## src/rtl/mem_port_arbiter_if.sv

```systemverilog
// mem_port_arbiter_if: bundles the fetch (IF) port, the load/store (D) port and the
// shared single-ported memory port of mem_port_arbiter.
//   slave  : the arbiter's view (requests and memory read data in; acks, read data,
//            stalls and memory strobes out)
//   master : the environment's view (requesters plus memory)
interface mem_port_arbiter_if #(
    parameter int unsigned ADDR_W = 32,
    parameter int unsigned DATA_W = 32
);
    // Fetch port
    logic              if_req;
    logic [ADDR_W-1:0] if_addr;
    logic              if_ack;
    logic [DATA_W-1:0] if_rdata;
    logic              if_stall;

    // Load/store port
    logic              d_req;
    logic              d_we;
    logic [ADDR_W-1:0] d_addr;
    logic [DATA_W-1:0] d_wdata;
    logic              d_ack;
    logic [DATA_W-1:0] d_rdata;
    logic              d_stall;

    // Shared memory
    logic              mem_en;
    logic              mem_we;
    logic [ADDR_W-1:0] mem_addr;
    logic [DATA_W-1:0] mem_wdata;
    logic [DATA_W-1:0] mem_rdata;

    modport slave (
        input  if_req, if_addr, d_req, d_we, d_addr, d_wdata, mem_rdata,
        output if_ack, if_rdata, if_stall, d_ack, d_rdata, d_stall,
               mem_en, mem_we, mem_addr, mem_wdata
    );

    modport master (
        output if_req, if_addr, d_req, d_we, d_addr, d_wdata, mem_rdata,
        input  if_ack, if_rdata, if_stall, d_ack, d_rdata, d_stall,
               mem_en, mem_we, mem_addr, mem_wdata
    );
endinterface

```

## src/rtl/mem_port_arbiter.sv

```systemverilog
// mem_port_arbiter: shares one single-ported synchronous memory between the fetch port
// and the load/store port. One access at a time: IDLE (arbitrate, strobe mem_en) ->
// BUSY (wait MEM_LAT cycles, capture read data) -> RESP (1-cycle ack) -> IDLE.
// D wins conflicts unless fetch has lost STARVE_MAX consecutive grants.
// Ports:
//   clk   clock, all state on posedge
//   rst   synchronous active-high reset; abandons any in-flight access
//   bus   mem_port_arbiter_if.slave: IF/D request ports and memory port
//   busy  high whenever the FSM is not idle
module mem_port_arbiter #(
    parameter int unsigned ADDR_W     = 32,
    parameter int unsigned DATA_W     = 32,
    parameter int unsigned MEM_LAT    = 1,
    parameter int unsigned STARVE_MAX = 4
) (
    input  logic                clk,
    input  logic                rst,
    mem_port_arbiter_if.slave   bus,
    output logic                busy
);

    localparam int unsigned CntW    = (MEM_LAT > 0) ? $clog2(MEM_LAT + 1) : 1;
    localparam int unsigned StreakW = (STARVE_MAX > 0) ? $clog2(STARVE_MAX + 1) : 1;

    typedef enum logic [1:0] {StIdle, StBusy, StResp} state_e;
    typedef enum logic {OwnD, OwnIf} owner_e;

    state_e              state_q, state_d;
    owner_e              owner_q, owner_d;
    logic                we_q, we_d;          // current access is a store
    logic [CntW-1:0]     cnt_q, cnt_d;
    logic [StreakW-1:0]  streak_q, streak_d;  // consecutive D grants while IF waited
    logic                mem_en_q, mem_en_d;
    logic                mem_we_q, mem_we_d;
    logic [ADDR_W-1:0]   mem_addr_q, mem_addr_d;
    logic [DATA_W-1:0]   mem_wdata_q, mem_wdata_d;
    logic                if_ack_q, if_ack_d;
    logic                d_ack_q, d_ack_d;
    logic [DATA_W-1:0]   if_rdata_q, if_rdata_d;
    logic [DATA_W-1:0]   d_rdata_q, d_rdata_d;
    logic                grant_if;

    always_comb begin
        state_d     = state_q;
        owner_d     = owner_q;
        we_d        = we_q;
        cnt_d       = cnt_q;
        streak_d    = streak_q;
        mem_en_d    = 1'b0;
        mem_we_d    = 1'b0;
        mem_addr_d  = mem_addr_q;
        mem_wdata_d = mem_wdata_q;
        if_ack_d    = 1'b0;
        d_ack_d     = 1'b0;
        if_rdata_d  = if_rdata_q;
        d_rdata_d   = d_rdata_q;
        grant_if    = 1'b0;

        unique case (state_q)
            StIdle: begin
                if (bus.if_req || bus.d_req) begin
                    // Fetch only wins a conflict once it has been starved long enough
                    grant_if = bus.if_req &&
                               (!bus.d_req || (streak_q == StreakW'(STARVE_MAX)));
                    owner_d     = grant_if ? OwnIf : OwnD;
                    we_d        = !grant_if && bus.d_we;
                    mem_en_d    = 1'b1;
                    mem_we_d    = !grant_if && bus.d_we;
                    mem_addr_d  = grant_if ? bus.if_addr : bus.d_addr;
                    mem_wdata_d = grant_if ? '0 : bus.d_wdata;
                    cnt_d       = '0;
                    if (grant_if || !bus.if_req) begin
                        streak_d = '0;
                    end else begin
                        streak_d = streak_q + StreakW'(1);
                    end
                    state_d = StBusy;
                end
            end
            StBusy: begin
                cnt_d = cnt_q + CntW'(1);
                // mem_rdata is valid in the cycle where cnt reaches MEM_LAT
                if (cnt_q == CntW'(MEM_LAT)) begin
                    if (owner_q == OwnIf) begin
                        if_rdata_d = bus.mem_rdata;
                        if_ack_d   = 1'b1;
                    end else begin
                        d_rdata_d = we_q ? '0 : bus.mem_rdata;
                        d_ack_d   = 1'b1;
                    end
                    state_d = StResp;
                end
            end
            StResp: begin
                state_d = StIdle;
            end
            default: begin
                state_d = StIdle;
            end
        endcase
    end

    always_ff @(posedge clk) begin
        if (rst) begin
            state_q     <= StIdle;
            owner_q     <= OwnD;
            we_q        <= 1'b0;
            cnt_q       <= '0;
            streak_q    <= '0;
            mem_en_q    <= 1'b0;
            mem_we_q    <= 1'b0;
            mem_addr_q  <= '0;
            mem_wdata_q <= '0;
            if_ack_q    <= 1'b0;
            d_ack_q     <= 1'b0;
            if_rdata_q  <= '0;
            d_rdata_q   <= '0;
        end else begin
            state_q     <= state_d;
            owner_q     <= owner_d;
            we_q        <= we_d;
            cnt_q       <= cnt_d;
            streak_q    <= streak_d;
            mem_en_q    <= mem_en_d;
            mem_we_q    <= mem_we_d;
            mem_addr_q  <= mem_addr_d;
            mem_wdata_q <= mem_wdata_d;
            if_ack_q    <= if_ack_d;
            d_ack_q     <= d_ack_d;
            if_rdata_q  <= if_rdata_d;
            d_rdata_q   <= d_rdata_d;
        end
    end

    assign bus.mem_en    = mem_en_q;
    assign bus.mem_we    = mem_we_q;
    assign bus.mem_addr  = mem_addr_q;
    assign bus.mem_wdata = mem_wdata_q;
    assign bus.if_ack    = if_ack_q;
    assign bus.if_rdata  = if_rdata_q;
    assign bus.d_ack     = d_ack_q;
    assign bus.d_rdata   = d_rdata_q;
    // Stalls are combinational so the pipeline can advance in the ack cycle itself
    assign bus.if_stall  = bus.if_req & ~if_ack_q;
    assign bus.d_stall   = bus.d_req & ~d_ack_q;
    assign busy          = (state_q != StIdle);

endmodule

```

## src/flat_wrapper.sv

```systemverilog
// flat-port wrapper written by rule: the top's interface ports become plain ports
module mem_port_arbiter_flat 
#(
    parameter int unsigned ADDR_W     = 32,
    parameter int unsigned DATA_W     = 32,
    parameter int unsigned MEM_LAT    = 1,
    parameter int unsigned STARVE_MAX = 4
)
  (clk, rst, busy, bus_if_req, bus_if_addr, bus_d_req, bus_d_we, bus_d_addr, bus_d_wdata, bus_mem_rdata, bus_if_ack, bus_if_rdata, bus_if_stall, bus_d_ack, bus_d_rdata, bus_d_stall, bus_mem_en, bus_mem_we, bus_mem_addr, bus_mem_wdata);
  mem_port_arbiter_if #(.ADDR_W(ADDR_W), .DATA_W(DATA_W)) bus_i ();
  input  logic clk;
  input  logic rst;
  output logic busy;
  input wire logic [$bits(bus_i.if_req)-1:0] bus_if_req;
  input wire logic [$bits(bus_i.if_addr)-1:0] bus_if_addr;
  input wire logic [$bits(bus_i.d_req)-1:0] bus_d_req;
  input wire logic [$bits(bus_i.d_we)-1:0] bus_d_we;
  input wire logic [$bits(bus_i.d_addr)-1:0] bus_d_addr;
  input wire logic [$bits(bus_i.d_wdata)-1:0] bus_d_wdata;
  input wire logic [$bits(bus_i.mem_rdata)-1:0] bus_mem_rdata;
  output wire logic [$bits(bus_i.if_ack)-1:0] bus_if_ack;
  output wire logic [$bits(bus_i.if_rdata)-1:0] bus_if_rdata;
  output wire logic [$bits(bus_i.if_stall)-1:0] bus_if_stall;
  output wire logic [$bits(bus_i.d_ack)-1:0] bus_d_ack;
  output wire logic [$bits(bus_i.d_rdata)-1:0] bus_d_rdata;
  output wire logic [$bits(bus_i.d_stall)-1:0] bus_d_stall;
  output wire logic [$bits(bus_i.mem_en)-1:0] bus_mem_en;
  output wire logic [$bits(bus_i.mem_we)-1:0] bus_mem_we;
  output wire logic [$bits(bus_i.mem_addr)-1:0] bus_mem_addr;
  output wire logic [$bits(bus_i.mem_wdata)-1:0] bus_mem_wdata;
  assign bus_i.if_req = bus_if_req;
  assign bus_i.if_addr = bus_if_addr;
  assign bus_i.d_req = bus_d_req;
  assign bus_i.d_we = bus_d_we;
  assign bus_i.d_addr = bus_d_addr;
  assign bus_i.d_wdata = bus_d_wdata;
  assign bus_i.mem_rdata = bus_mem_rdata;
  assign bus_if_ack = bus_i.if_ack;
  assign bus_if_rdata = bus_i.if_rdata;
  assign bus_if_stall = bus_i.if_stall;
  assign bus_d_ack = bus_i.d_ack;
  assign bus_d_rdata = bus_i.d_rdata;
  assign bus_d_stall = bus_i.d_stall;
  assign bus_mem_en = bus_i.mem_en;
  assign bus_mem_we = bus_i.mem_we;
  assign bus_mem_addr = bus_i.mem_addr;
  assign bus_mem_wdata = bus_i.mem_wdata;
  mem_port_arbiter #(.ADDR_W(ADDR_W), .DATA_W(DATA_W), .MEM_LAT(MEM_LAT), .STARVE_MAX(STARVE_MAX)) u_core (.clk(clk), .rst(rst), .bus(bus_i), .busy(busy));
endmodule
```

## config.mk

```make
export PLATFORM = sky130hd
export DESIGN_NAME = mem_port_arbiter_flat
export DESIGN_NICKNAME = d
export VERILOG_FILES = /design/src/rtl/mem_port_arbiter_if.sv /design/src/rtl/mem_port_arbiter.sv /design/src/flat_wrapper.sv
export SDC_FILE = /design/constraint.sdc
export NUM_CORES = 1
export LEC_CHECK = 0
export ABC_AREA = 1
export CAP_MARGIN = 40
export CORE_MARGIN = 10
export CORE_UTILIZATION = 47
export CTS_BUF_LIST = sky130_fd_sc_hd__clkbuf_4 sky130_fd_sc_hd__clkbuf_8
export DETAILED_ROUTE_END_ITERATION = 10
export PLACE_DENSITY = 0.89
export RECOVER_POWER = 25
export SLEW_MARGIN = 20
export SYNTH_ARGS = -nofsm -noshare
export SYNTH_HDL_FRONTEND = slang
export SYNTH_SLANG_ARGS = --single-unit
```

## constraint.sdc

```tcl
create_clock -name clk -period 3 [get_ports clk]
set_input_delay 0.6 -clock clk [delete_from_list [all_inputs] [get_ports clk]]
set_output_delay 0.6 -clock clk [all_outputs]
set_load 0.005 [all_outputs]
```

==> reports/qor.txt <==
count of cell types in the netlist: 22
LEAKAGE: 3.640 nW
diodes inserted: 0
initial antenna violation count: 0
clock root buffer: clkbuf_8
Max VDD drop: 342.3 uV
# Post-CTS Setup Buffers: 0
Worst Path Required: 2.40 ns
Critical R2R Capture: u_core.bus.d_rdata[1]
netlist area before placement: 0.005964 sq mm
Clock transition at path regs: 0.08 ns
sequential element share of the synthesized area: 46.99%
Syn Nets: 983
Post-synth EDFFs: 0
Reg2Reg Setup Slack: 0.72 ns
hold depth: 2
worst hold endpoint: u_core.bus.if_rdata[8]
hold_buf cts: 0
CTS tree: yes
hold_sp: u_core.bus.if_rdata[8]
Worst setup SP type: primary input
First-pass DRT Iterations: 5
Vias per Instance: 5.082
fmax: 384.5 MHz
post_cts resized: 0
Worst Tran Pin Value: 1.274 ns
Ys Warns: 0
Num CTS Buffers: 17
Max clock buf depth: 2
DRC viols: 0
Tmin final: 2.601 ns
DP HPWL: 14630 um
Final Max Tran Viols: 0
final core occ: 72.17%
GP Congestion: 0.8251
core area: 0.01252 sq mm
CP endpoint kind: primary output
mean post-synth cell area: 7.034 sq um
most frequent cells in the layout: clkdlybuf4s50_1 (263), nor2_1 (169), dfxtp_1 (140)
DRT Wirelength: 20250 um
total global-route track usage: 22.39%
# rows: 41
setup repair after global routing missed its margin: false
final worst clock skew: 0.01388 ns
first-pass GRT wire length: 32360 um
fin crit share: 86.69%
H-tree depth: 4
Die X: 132.7 um
Yosys reg bits: 140
CP Class: in2out
Initial Util: 47.65%
Die Area: 0.01760 sq mm
wire length per cell: 16.03 um
setup TNS: 0 ns
fraction of registers with async set/reset: 0%
Final Hold Fails: 0
Synth Flop Type: dfxtp_1
Mapped Cells: 848
max cap viols: 0
worst skew pair latency: 0.44 ns
port bufs: 267
CTS sink cnt: 140
Max-slew headroom: 15.06%
HP Class: reg2reg
status: completed
FILL cells: 1031
endpoints failing setup: 0
area grow syn2layout: 51.46%
largest net degree at the start of global routing: 104
share of cells above drive strength 1: 5.133%
reg2reg path depth: 5
chip height: 132.7 um
CP max FO: 4
NumNets Final: 1213
reg2reg start: u_core.owner_q
PwrDens: 548.3 mW/mm^2
Vias: 6418
Routed Antenna Nets: 0
commonest non-fill, non-tap cell in the layout: clkdlybuf4s50_1
Worst EP arrival: 2.00 ns
total gr overflow: 0
I/O pin count: 268
Initial DRC Count: 434
vias in the first global route: 6265
## state kept, by name, indices dropped and copies added (netlist names)
| signal | flops |
|---|---|
| u_core.we_q | 1 |
| u_core.bus.mem_we | 1 |
| u_core.bus.mem_en | 1 |
| u_core.bus.mem_wdata | 32 |
| u_core.cnt_q | 1 |
| u_core.bus.if_ack | 1 |
| u_core.bus.if_rdata | 32 |
| u_core.owner_q | 1 |
| u_core.bus.d_rdata | 32 |
| u_core.state_q | 2 |
| u_core.bus.d_ack | 1 |
| u_core.streak_q | 3 |
| u_core.bus.mem_addr | 32 |
## how the worst max path moves through the flow
stage / start / endpoint / slack (ns)
global route: bus_d_req / u_core.streak_q[2] / 0.29
global placement: bus_d_req / bus_d_stall / 0.48
detailed placement: bus_d_req / bus_d_stall / 0.46
CTS: bus_d_req / bus_d_stall / 0.46
finish: bus_d_req / bus_d_stall / 0.40
floorplan: bus_if_req / bus_if_stall / 1.34
## power breakdown
part	leakage, nW	switching [mW]	internal [mW]
sequential	1.14	0.0986	2.03
clock	0.199	0.756	0.846
combinational	2.30	0.606	0.618
## cell usage after synthesis, types with 4 or more instances
library cell    n  area [sq um]
a21oi_1        98         490.5
buf_4           9         67.56
o21ai_0        62         310.3
buf_2          25         125.1
nor2_1        169         634.4
inv_1          76         285.3
nand4_1        32         200.2
nand3_1        71         355.3
nand2_1       116         435.4
dfxtp_1       140          2803
clkbuf_1       29         108.9
buf_1           4         15.01
o21ai_1         4         20.02
## logic make-up (layout without fill, tap and decap cells)
group | Yosys count | count (layout) | synth area share, %
AOI/OAI and AO/OA | 165 | 165 | 13.91
and+or+nand+nor | 392 | 392 | 27.82
adders and majority gates | 2 | 2 | 0.4195
DFF | 140 | 140 | 46.99
buffers and inverters | 149 | 392 | 10.87
## per-layer routing
layer / track usage, % / part of all wire (%)
met4: 9.963 / 3.4
met2: 37.29 / 48
met5: 0 / 0
met3: 9.425 / 11
met1: 24.35 / 38
## area by class of cell
class / instances / area, sq um / area share (%)
Tap cell: 172 / 215.2 / 2.382
Clock inverter: 13 / 168.9 / 1.870
Timing Repair Buffer: 282 / 2789 / 30.87
Multi-Input combinational cell: 559 / 2516 / 27.85
Clock buffer: 19 / 249.0 / 2.756
Inverter: 78 / 292.8 / 3.241
Sequential cell: 140 / 2803 / 31.02
## worst max-delay path, cell delays in order
cell and delay, ns:
dlygate4sd3_1 0.72, inv_1 0.09, nor2_1 0.09, clkdlybuf4s50_1 0.51
## through the flow
step	worst slack, ns	std cells	power [mW]	hold WS [ns]	cell area (sq um)
after floorplan	1.336	848	2.766	0.4565	5964
after global placement	0.4809	1230	3.374	0.4481	8612
after detailed placement	0.4646	1231	3.410	0.4525	8640
after CTS	0.4630	1263	5.000	0.4632	9057
after global routing	0.2899	1263	5.213	0.4846	9034
final	0.3992	1263	4.953	0.4621	9034
Note: power is estimated with default switching activity, not from simulation.
